--- src/rtl/fb_pkg.sv ---
// Shared definitions for the HUB75 framebuffer writer.
// Covers panel geometry, RAM word bit layout, FSM states and the address/word helpers.
package fb_pkg;

  localparam int FB_PANEL_W  = 64;
  localparam int FB_PANEL_H  = 64;
  localparam int FB_HALF_H   = 32;
  localparam int FB_COORD_W  = 6;
  localparam int FB_ROW_W    = 5;
  localparam int FB_ADDR_W   = 12;
  localparam int FB_DATA_W   = 16;

  // Each RAM word holds one top-half pixel and the bottom-half pixel 32 rows below it.
  localparam int BIT_R_TOP = 15;
  localparam int BIT_R_BOT = 14;
  localparam int BIT_G_TOP = 13;
  localparam int BIT_G_BOT = 12;
  localparam int BIT_B_TOP = 11;
  localparam int BIT_B_BOT = 10;

  typedef enum logic [2:0] {
    S_ACCEPT,
    S_RD,
    S_RDWAIT,
    S_WR,
    S_SWAP_WAIT
  } fb_state_t;

  // RAM word address: {bank, row within half, column}.
  function automatic logic [FB_ADDR_W-1:0] fb_addr(
    input logic                  bank,
    input logic [FB_ROW_W-1:0]   row,
    input logic [FB_COORD_W-1:0] col
  );
    return {bank, row, col};
  endfunction

  // A top-half pixel owns the whole word: its bits are set and everything else is cleared.
  function automatic logic [FB_DATA_W-1:0] fb_top_word(input logic [2:0] rgb);
    logic [FB_DATA_W-1:0] w;
    w            = '0;
    w[BIT_R_TOP] = rgb[2];
    w[BIT_G_TOP] = rgb[1];
    w[BIT_B_TOP] = rgb[0];
    return w;
  endfunction

  // A bottom-half pixel replaces only its own bits and keeps the rest of the word.
  function automatic logic [FB_DATA_W-1:0] fb_merge_bot(
    input logic [FB_DATA_W-1:0] word,
    input logic [2:0]           rgb
  );
    logic [FB_DATA_W-1:0] w;
    w            = word;
    w[BIT_R_BOT] = rgb[2];
    w[BIT_G_BOT] = rgb[1];
    w[BIT_B_BOT] = rgb[0];
    return w;
  endfunction

endpackage

--- src/rtl/fb_raster_counter.sv ---
// Raster-order x/y position tracker for the incoming pixel stream.
// A start-of-frame marker forces the current pixel to (0,0); a marker seen mid-frame raises o_resync.
module fb_raster_counter
  import fb_pkg::*;
#(
  parameter int PANEL_W = FB_PANEL_W,
  parameter int PANEL_H = FB_PANEL_H
) (
  input  logic                  i_clk,
  input  logic                  i_rst_n,
  input  logic                  i_advance,
  input  logic                  i_sof,
  output logic [FB_COORD_W-1:0] o_pix_x,
  output logic [FB_COORD_W-1:0] o_pix_y,
  output logic                  o_frame_wrap,
  output logic                  o_resync
);

  localparam logic [FB_COORD_W-1:0] X_LAST = FB_COORD_W'(PANEL_W - 1);
  localparam logic [FB_COORD_W-1:0] Y_LAST = FB_COORD_W'(PANEL_H - 1);

  logic [FB_COORD_W-1:0] r_x;
  logic [FB_COORD_W-1:0] r_y;
  logic                  w_last_x;
  logic                  w_last_y;

  // Position of the pixel being offered; SOF pins it to the origin.
  assign o_pix_x      = i_sof ? '0 : r_x;
  assign o_pix_y      = i_sof ? '0 : r_y;
  assign w_last_x     = (o_pix_x == X_LAST);
  assign w_last_y     = (o_pix_y == Y_LAST);
  assign o_frame_wrap = i_advance & w_last_x & w_last_y;
  assign o_resync     = i_advance & i_sof & ((r_x != '0) | (r_y != '0));

  // Step to the next raster position after every accepted pixel.
  always_ff @(posedge i_clk or negedge i_rst_n) begin
    if (!i_rst_n) begin
      r_x <= '0;
      r_y <= '0;
    end else if (i_advance) begin
      if (w_last_x) begin
        r_x <= '0;
        r_y <= w_last_y ? '0 : o_pix_y + 1'b1;
      end else begin
        r_x <= o_pix_x + 1'b1;
        r_y <= o_pix_y;
      end
    end
  end

endmodule

--- src/rtl/fb_frame_writer.sv ---
// Writes a 64x64 1-bit-per-channel pixel stream into the back bank of a double-buffered RAM.
// Top-half pixels are written directly; bottom-half pixels use read-modify-write.
// Banks swap only on the panel's vblank pulse after a frame is complete.
module fb_frame_writer
  import fb_pkg::*;
#(
  parameter int PANEL_W = FB_PANEL_W,
  parameter int PANEL_H = FB_PANEL_H,
  parameter int ADDR_W  = FB_ADDR_W
) (
  input  logic                 i_clk,
  input  logic                 i_rst_n,
  input  logic                 i_pix_valid,
  output logic                 o_pix_ready,
  input  logic [2:0]           i_pix_rgb,
  input  logic                 i_pix_sof,
  output logic [ADDR_W-1:0]    o_wr_addr,
  output logic [FB_DATA_W-1:0] o_wr_data,
  output logic                 o_wr_en,
  output logic [ADDR_W-1:0]    o_rd_addr,
  output logic                 o_rd_stb,
  input  logic [FB_DATA_W-1:0] i_rd_data,
  input  logic                 i_vblank,
  output logic                 o_front_bank,
  output logic                 o_swap_pending,
  output logic                 o_frame_err
);

  fb_state_t             r_state;
  fb_state_t             w_state_next;
  logic                  r_pix_ready;
  logic [ADDR_W-1:0]     r_wr_addr;
  logic [ADDR_W-1:0]     w_wr_addr_next;
  logic [FB_DATA_W-1:0]  r_wr_data;
  logic [FB_DATA_W-1:0]  w_wr_data_next;
  logic                  r_wr_en;
  logic                  w_wr_en_next;
  logic [ADDR_W-1:0]     r_rd_addr;
  logic [ADDR_W-1:0]     w_rd_addr_next;
  logic                  r_rd_stb;
  logic                  w_rd_stb_next;
  logic                  r_front_bank;
  logic                  w_front_bank_next;
  logic                  r_swap_pending;
  logic                  w_swap_pending_next;
  logic                  r_frame_err;
  logic                  r_frame_done;
  logic                  w_frame_done_next;
  logic [2:0]            r_rgb;
  logic [2:0]            w_rgb_next;

  logic                  w_accept;
  logic [FB_COORD_W-1:0] w_pix_x;
  logic [FB_COORD_W-1:0] w_pix_y;
  logic                  w_frame_wrap;
  logic                  w_resync;
  logic [ADDR_W-1:0]     w_pix_addr;

  assign w_accept = i_pix_valid & r_pix_ready;

  fb_raster_counter #(
    .PANEL_W(PANEL_W),
    .PANEL_H(PANEL_H)
  ) u_raster (
    .i_clk       (i_clk),
    .i_rst_n     (i_rst_n),
    .i_advance   (w_accept),
    .i_sof       (i_pix_sof),
    .o_pix_x     (w_pix_x),
    .o_pix_y     (w_pix_y),
    .o_frame_wrap(w_frame_wrap),
    .o_resync    (w_resync)
  );

  // Bottom-half rows share words with top-half rows, so only the low 5 row bits address the RAM.
  assign w_pix_addr = fb_addr(~r_front_bank, w_pix_y[FB_ROW_W-1:0], w_pix_x);

  // State register plus the registered RAM-port and status outputs.
  always_ff @(posedge i_clk or negedge i_rst_n) begin
    if (!i_rst_n) begin
      r_state        <= S_ACCEPT;
      r_pix_ready    <= 1'b0;
      r_wr_addr      <= '0;
      r_wr_data      <= '0;
      r_wr_en        <= 1'b0;
      r_rd_addr      <= '0;
      r_rd_stb       <= 1'b0;
      r_front_bank   <= 1'b0;
      r_swap_pending <= 1'b0;
      r_frame_err    <= 1'b0;
      r_frame_done   <= 1'b0;
      r_rgb          <= '0;
    end else begin
      r_state        <= w_state_next;
      r_pix_ready    <= (w_state_next == S_ACCEPT);
      r_wr_addr      <= w_wr_addr_next;
      r_wr_data      <= w_wr_data_next;
      r_wr_en        <= w_wr_en_next;
      r_rd_addr      <= w_rd_addr_next;
      r_rd_stb       <= w_rd_stb_next;
      r_front_bank   <= w_front_bank_next;
      r_swap_pending <= w_swap_pending_next;
      r_frame_err    <= w_resync;
      r_frame_done   <= w_frame_done_next;
      r_rgb          <= w_rgb_next;
    end
  end

  // Next-state and next-output decode for accept, read-modify-write and bank swap.
  always_comb begin
    w_state_next        = r_state;
    w_wr_addr_next      = r_wr_addr;
    w_wr_data_next      = r_wr_data;
    w_wr_en_next        = 1'b0;
    w_rd_addr_next      = r_rd_addr;
    w_rd_stb_next       = 1'b0;
    w_front_bank_next   = r_front_bank;
    w_swap_pending_next = r_swap_pending;
    w_frame_done_next   = r_frame_done;
    w_rgb_next          = r_rgb;
    case (r_state)
      S_ACCEPT: begin
        if (w_accept) begin
          w_wr_addr_next = w_pix_addr;
          if (!w_pix_y[FB_COORD_W-1]) begin
            w_wr_en_next   = 1'b1;
            w_wr_data_next = fb_top_word(i_pix_rgb);
          end else begin
            // Last pixel of a frame is always bottom-half, so the done flag rides the RMW.
            w_rd_stb_next     = 1'b1;
            w_rd_addr_next    = w_pix_addr;
            w_rgb_next        = i_pix_rgb;
            w_frame_done_next = w_frame_wrap;
            w_state_next      = S_RD;
          end
        end
      end
      S_RD: begin
        w_state_next = S_RDWAIT;
      end
      S_RDWAIT: begin
        // Read data is valid this cycle; merge and register it straight into the write port.
        w_wr_en_next   = 1'b1;
        w_wr_data_next = fb_merge_bot(i_rd_data, r_rgb);
        w_state_next   = S_WR;
      end
      S_WR: begin
        if (r_frame_done) begin
          w_swap_pending_next = 1'b1;
          w_frame_done_next   = 1'b0;
          w_state_next        = S_SWAP_WAIT;
        end else begin
          w_state_next = S_ACCEPT;
        end
      end
      S_SWAP_WAIT: begin
        if (i_vblank) begin
          w_front_bank_next   = ~r_front_bank;
          w_swap_pending_next = 1'b0;
          w_state_next        = S_ACCEPT;
        end
      end
      default: begin
        w_state_next = S_ACCEPT;
      end
    endcase
  end

  assign o_pix_ready    = r_pix_ready;
  assign o_wr_addr      = r_wr_addr;
  assign o_wr_data      = r_wr_data;
  assign o_wr_en        = r_wr_en;
  assign o_rd_addr      = r_rd_addr;
  assign o_rd_stb       = r_rd_stb;
  assign o_front_bank   = r_front_bank;
  assign o_swap_pending = r_swap_pending;
  assign o_frame_err    = r_frame_err;

endmodule

--- config.mk ---
export PLATFORM = sky130hd
export DESIGN_NAME = fb_frame_writer
export DESIGN_NICKNAME = d
export VERILOG_FILES = /design/src/rtl/fb_pkg.sv /design/src/rtl/fb_raster_counter.sv /design/src/rtl/fb_frame_writer.sv
export SDC_FILE = /design/constraint.sdc
export NUM_CORES = 1
export LEC_CHECK = 0
export ABC_AREA = 1
export CAP_MARGIN = 10
export CORE_MARGIN = 4
export CORE_UTILIZATION = 49
export CTS_CLUSTER_SIZE = 28
export DETAILED_ROUTE_END_ITERATION = 12
export GPL_TIMING_DRIVEN = 0
export PLACE_DENSITY = 0.88
export SLEW_MARGIN = 15
export SYNTH_ARGS = -nofsm -noshare
export SYNTH_HDL_FRONTEND = slang
export SYNTH_SLANG_ARGS = --single-unit
export TNS_END_PERCENT = 5
--- constraint.sdc ---
create_clock -name i_clk -period 2.2 [get_ports i_clk]
set_input_delay 0.22 -clock i_clk [delete_from_list [all_inputs] [get_ports i_clk]]
set_output_delay 0.22 -clock i_clk [all_outputs]
set_load 0.02 [all_outputs]
Word-level counts from Yosys, hierarchy flattened
Index checks and enable logic that the tools add are counted.
{ "classes": {"add_sub_neg": 2, "n_mul": 0, "div_mod_pow": 0, "magnitude_cmp": 0, "eq_ne": 11, "shifts": 0, "mux": 25, "bitwise": 7, "n_reduce_logical": 13} }
{ "ops": {"columns": ["cell", "count"], "rows": [
  ["2-to-1 mux 16 bit", 2],
  ["one-hot mux 16 bit (2 select lines)", 1],
  ["2-to-1 mux 6 bit", 5],
  ["one-hot mux 3 bit (5 select lines)", 1],
  ["adder 6 x 1 -> 6 bit (second input constant)", 2],
  ["== test 6 bit (second input constant)", 2],
  ["2-to-1 mux 3 bit", 4],
  ["AND reduction 3 bit", 4],
  ["nonzero test 6 bit", 2],
  ["2-to-1 mux 1 bit", 9],
  ["== test 3 x 2 -> 1 bit (second input constant)", 2],
  ["logical NOT 3 bit", 2],
  ["inequality test 2 bit (second input constant)", 3],
  ["one-hot mux 1 bit (2 select lines)", 3],
  ["nonzero test 2 bit", 3],
  ["bitwise AND 1 bit", 5],
  ["inequality test 2 x 1 -> 1 bit (second input constant)", 2],
  ["AND reduction 2 bit", 2],
  ["== test 3 x 1 -> 1 bit (second input constant)", 1],
  ["== test 3 bit (second input constant)", 1],
  ["NOT 1 bit", 1],
  ["bitwise OR 1 bit", 1]
]} }
{ "totals": {"register_bits": 65, "latchBits": 0, "mem_bits_rw": 0, "romBits": 0, "input_bits": 24, "out_inout_bits": 46, "word_cells": 72, "mem_count": 0} }

Depth between registers and ports, before layout
{ "depth": {"word_depth": 7, "depth_mapped": 10, "ltp_nobuf": 10} }

Cells and area by module
Synthesis repeated with hierarchy kept, for this count alone.
{ "hier_totals": {"cells_unflattened": 368, "hier_area_um2": 3161.8} }
{ "modules_own_cells": {"columns": ["module", "n_inst", "cells_per_inst", "area_per_inst_um2", "seq_area_each_um2"], "rows": [
  ["fb_frame_writer", 1, 235, 2249.7, 1326.3],
  ["fb_raster_counter", 1, 133, 912.1, 300.3]
]} }

Least setup slack after synthesis
Ideal clock, no wire load.
{ "synth_path": {"kind": "register to register", "from": "reg u_raster.r_x[0]", "to": "reg u_raster.r_y[5]", "setup_ns": 0.116, "t_arrival_ns": 1.387, "t_required_ns": 2.084, "path_slack_ns": 0.696, "stages_incl_launch_ff": 11, "n_path_buf": 0, "synth_period_minus_slack_ns": 1.504, "cell_sequence": "dfrtp_1 -> inv_1 -> nor2_1 -> ha_1 -> nand4_1 -> nor2_4 -> nor2_1 -> inv_1 -> nand2_1 -> nand2_1 -> nand2_1"} }
{ "synth_via": {"elab_chain_cells": 3} }
{ "synth_lines": {"columns": ["element", "line", "text"], "rows": [
  ["start: declaration", "fb_raster_counter.sv:22", "logic [FB_COORD_W-1:0] r_x;"],
  ["start signal: assignment", "fb_raster_counter.sv:45", "r_x <= o_pix_x + 1'b1;"],
  ["2-to-1 mux 6 bit", "fb_raster_counter.sv:28", "assign o_pix_x = i_sof ? '0 : r_x;"],
  ["via u_raster.o_pix_x[0]", "fb_raster_counter.sv:13", "output logic [FB_COORD_W-1:0] o_pix_x,"],
  ["== test 6 bit", "fb_raster_counter.sv:30", "assign w_last_x = (o_pix_x == X_LAST);"],
  ["2-to-1 mux 6 bit", "fb_raster_counter.sv:41", "if (w_last_x) begin"],
  ["end signal: assignment", "fb_raster_counter.sv:43", "r_y <= w_last_y ? '0 : o_pix_y + 1'b1;"],
  ["end signal: assignment", "fb_raster_counter.sv:46", "r_y <= o_pix_y;"],
  ["end: declaration", "fb_raster_counter.sv:23", "logic [FB_COORD_W-1:0] r_y;"]
]} }
The timed path passes the listed nets, and every way through them passes these cells.
A chain may end at the register's enable or synchronous reset.

Final worst setup path
Ends and elaborated chain as after synthesis.

==> impl_results.md <==
- Starting density of the core: 50.6%
- Leakage power: 1.78 nW
- Cell area after placement: 3570 µm²
- Detailed-route via count: 2,433
- Hold Vio Cnt, Final: 0
- PortBufs: 65
- Ys Warns: 0
- Final routed wire length divided by cell count: 14.3 µm
- Worst slew slack as a fraction of its limit: 72.6%
- Cell repeated most along the worst path: sky130_fd_sc_hd__nand2_1
- Number of synthesized flops with an enable pin: 0
- Global router's overall resource usage: 19.8%
- Residual DRC: 0
- Type of the worst setup path: reg2reg
- Max-cap violations: 0
- Area added between synthesis and finish: 33.2%
- Primary flip-flop cell chosen by synthesis mapping: sky130_fd_sc_hd__dfrtp_1
- Flip-flop and latch count after synthesis: 65
- Die area: 7000 µm²
- Final instance area: 3740 µm²
- Netlist area before placement: 2800 µm²
- Asr flop ratio synth: 100%
- Most numerous cell types in the synthesized netlist: sky130_fd_sc_hd__nand2_1, sky130_fd_sc_hd__dfrtp_1, sky130_fd_sc_hd__nand3_1
- Number of antenna violations at the first check in global routing: 0
- I/O pin cnt: 70
- Final setup vio count: 0
- Area occupied by multi-input gates: 1020 µm²
- Mean post-synth cell area: 9.02 µm²
- Max-slew violation count: 0
- Post-synth net total: 337
- Cell at the root of the clock tree: sky130_fd_sc_hd__clkbuf_8
- Part of the Yosys area used for sequential elements: 58.0%
- CP max FO: 9
- Worst Hold Class: in2reg
- Critical path endpoint category: flop
- Post-Route Setup TNS: 0 ns
- H-tree level count: 3
- Peak per-stage delay on the critical path: 0.37 ns
- Clock tree from TritonCTS: yes
- Horizontal die dimension: 83.6 µm
- Share of cells above drive strength 1: 9.74%
- Actual transition at the worst max-transition pin: 0.411 ns
- Die Y: 83.6 µm
- Category of cells accounting for the largest share of critical-path delay: simple AND/OR/NAND/NOR gates
- Synth area leader: sky130_fd_sc_hd__dfrtp_1
- Vias in the first global route: 2,354
- Wire length of the first global-routing pass: 11.0 mm
- Final min period: 1.85 ns
- Remaining global-route overflow: 0
- Unrepaired setup endpoints after global routing: false
- Largest clock skew in the final design: 0.00580 ns
- DRT Pass-1 Iters: 7
- Clock insertion delay at the later pin of the skew report: 0.33 ns
- Number of nets with antenna violations after routing: 0
- Achievable frequency: 541 MHz
- Inserted Diodes: 0
- Ratio of routed vias to standard cells: 5.27
- Reg area: 1630 µm²
- Clock sinks: 65
- Worst Path Buf+Inv: 2
- Pre-CTS setup slack: 0.327 ns
- Inserted Clock Buffers: 9
- Run status: complete, no violations
- Crit-path slowest cell: sky130_fd_sc_hd__dfrtp_1
- Cell row count: 27
- Aggregate routed wire length: 6.61 mm
- Most frequent cell after synthesis: sky130_fd_sc_hd__nand2_1
- Gate count of the mapped netlist: 311
- Worst EP required: 2.42 ns
- Startpoint type of the worst setup path: flop
- Cells along the critical path: inv_1 > nor2_1 > ha_1 > nand4_1 > nor2_4 > nor2_1 > inv_1 > nand2_1 > nand2_1 > nand2_1
- Yosys cell types: 27
- Share of the synthesized area in the top cell type: 58.0%
- Cell types occupying the most area after synthesis: sky130_fd_sc_hd__dfrtp_1, sky130_fd_sc_hd__nand2_1, sky130_fd_sc_hd__nand3_1, sky130_fd_sc_hd__nor2_1, sky130_fd_sc_hd__o21ai_0
- Core Footprint: 5540 µm²
- Maximum number of pins on one net before global-route repair: 47
- Portion of the clock cycle consumed by the worst path in the final layout: 84.0%
- Max Root-Sink Buffers: 2
- Worst-path clk slew: 0.06 ns
- Worst Path Arrival: 2.07 ns
- Detailed router's first-iteration violation count: 190
- Number of post-CTS setup repair buffers: 0
- Maximum VDD drop: 349 µV
- P per Cell Area: 606 nW/µm²
- HPWL after detailed placement: 4.78 mm
- Filler Cells Inserted: 425
- Post-layout nets: 415
- Routability Congestion: 0.856
- Post-route worst setup slack: 0.353 ns
## worst reg2reg max path: cells and delay by family, from the launching register on
family / cells / cell delay [ns]
flip-flops: 1 / 0.37
adder cells (fa/ha/maj): 1 / 0.24
AND/OR/NAND/NOR: 7 / 0.89
buffers and inverters: 2 / 0.24
## power by group
| group | total, mW | internal (mW) | switching (mW) |
|---|---|---|---|
| registers | 1.23 | 1.22 | 0.0142 |
| clock network | 0.847 | 0.443 | 0.404 |
| logic | 0.187 | 0.0817 | 0.105 |
## final timing paths
path	from	endpoint	slack (ns)	cells after the start
worst max-delay path	u_raster.r_x[0]	u_raster.r_y[5]	0.35	10
worst min-delay path	i_pix_sof	o_wr_addr[4]	0.22	4
worst max register to register	u_raster.r_x[0]	u_raster.r_y[5]	0.35	10
worst min register to register	o_wr_addr[7]	o_wr_addr[7]	0.48	2
max in group asynchronous	i_rst_n	o_swap_pending	1.38	3
min in group asynchronous	i_rst_n	o_wr_addr[1]	0.32	2
## cell usage in the layout, fill, tap and decap left out
cell type / instances
sky130_fd_sc_hd__nor2_4: 3
sky130_fd_sc_hd__clkinv_1: 1
sky130_fd_sc_hd__a31oi_1: 4
sky130_fd_sc_hd__nand3_1: 40
sky130_fd_sc_hd__buf_4: 2
sky130_fd_sc_hd__nand2_1: 92
sky130_fd_sc_hd__nor2_2: 1
sky130_fd_sc_hd__nor2_1: 24
sky130_fd_sc_hd__nand3_4: 1
sky130_fd_sc_hd__clkdlybuf4s50_1: 64
sky130_fd_sc_hd__o21ai_0: 15
sky130_fd_sc_hd__a21oi_1: 7
sky130_fd_sc_hd__ha_1: 2
sky130_fd_sc_hd__inv_1: 17
sky130_fd_sc_hd__clkinv_2: 1
sky130_fd_sc_hd__o21ai_2: 5
sky130_fd_sc_hd__dlygate4sd3_1: 1
sky130_fd_sc_hd__o22ai_1: 3
sky130_fd_sc_hd__xor2_1: 1
sky130_fd_sc_hd__buf_16: 1
sky130_fd_sc_hd__buf_2: 4
sky130_fd_sc_hd__nor3_1: 3
sky130_fd_sc_hd__clkbuf_1: 3
sky130_fd_sc_hd__buf_6: 3
sky130_fd_sc_hd__nand4_1: 3
sky130_fd_sc_hd__xnor2_1: 4
sky130_fd_sc_hd__dfrtp_1: 65
sky130_fd_sc_hd__nand2_2: 2
sky130_fd_sc_hd__clkbuf_8: 11
sky130_fd_sc_hd__o21ai_1: 2
sky130_fd_sc_hd__inv_2: 4
sky130_fd_sc_hd__nor4_1: 1
## routing by layer
layer / track usage [%] / up-vias / wire length, µm
met3: 5.63 / 10 / 372
li1: - / 1171 / -
met5: 0 / - / 0
met4: 7.60 / 0 / 116
met2: 33.4 / 81 / 3390
met1: 23.9 / 1171 / 2740
## final cells by class
cell class	count	area share, %
Sequential cell	65	43.5
Multi-Input combinational cell	213	27.4
Timing Repair Buffer	67	18.4
Clock buffer	11	4.05
Tap cell	72	2.41
Inverter	22	2.21
Buffer	11	1.94
Clock inverter	1	0.134
## sequential cells by signal, summed over array words and instances, names as in the netlist
register,flops
o_frame_err,1
u_raster.r_y,6
o_wr_en,1
o_swap_pending,1
r_state,3
o_rd_addr,12
r_frame_done,1
u_raster.r_x,6
o_wr_data,16
o_wr_addr,12
r_rgb,3
o_pix_ready,1
o_front_bank,1
o_rd_stb,1
## per-stage QoR
step / instances / hold WS [ns] / power [mW] / util, %
6_report: 462 / 0.220 / 2.27 / 67.4
5_1_grt: 462 / 0.219 / 2.37 / 67.4
4_1_cts: 462 / 0.209 / 2.28 / 67.4
3_5_place_dp: 449 / 0.124 / 1.44 / 64.4
3_3_place_gp: 448 / 0.464 / 1.43 / 64.0
2_1_floorplan: 311 / -0.0756 / 1.33 / -
## repair_timing
item	4_1_cts	5_1_grt
hold buffers	1	0
resized for setup	0	0
endpoints found under the hold margin	19	0
## cells by family (layout without fill, tap and decap cells)
kind of cell             after synthesis  after routing  synth area share (%)
AO/OA/AOI/OAI                         36             36                  7.41
XOR/XNOR                               5              5                  1.56
adder cells (fa/ha/maj)                2              2                 0.892
buffers and inverters                 33            112                  5.53
flip-flops                            65             65                  58.0
AND/OR/NAND/NOR                      170            170                  26.6
Note: power is estimated with default switching activity, not from simulation.
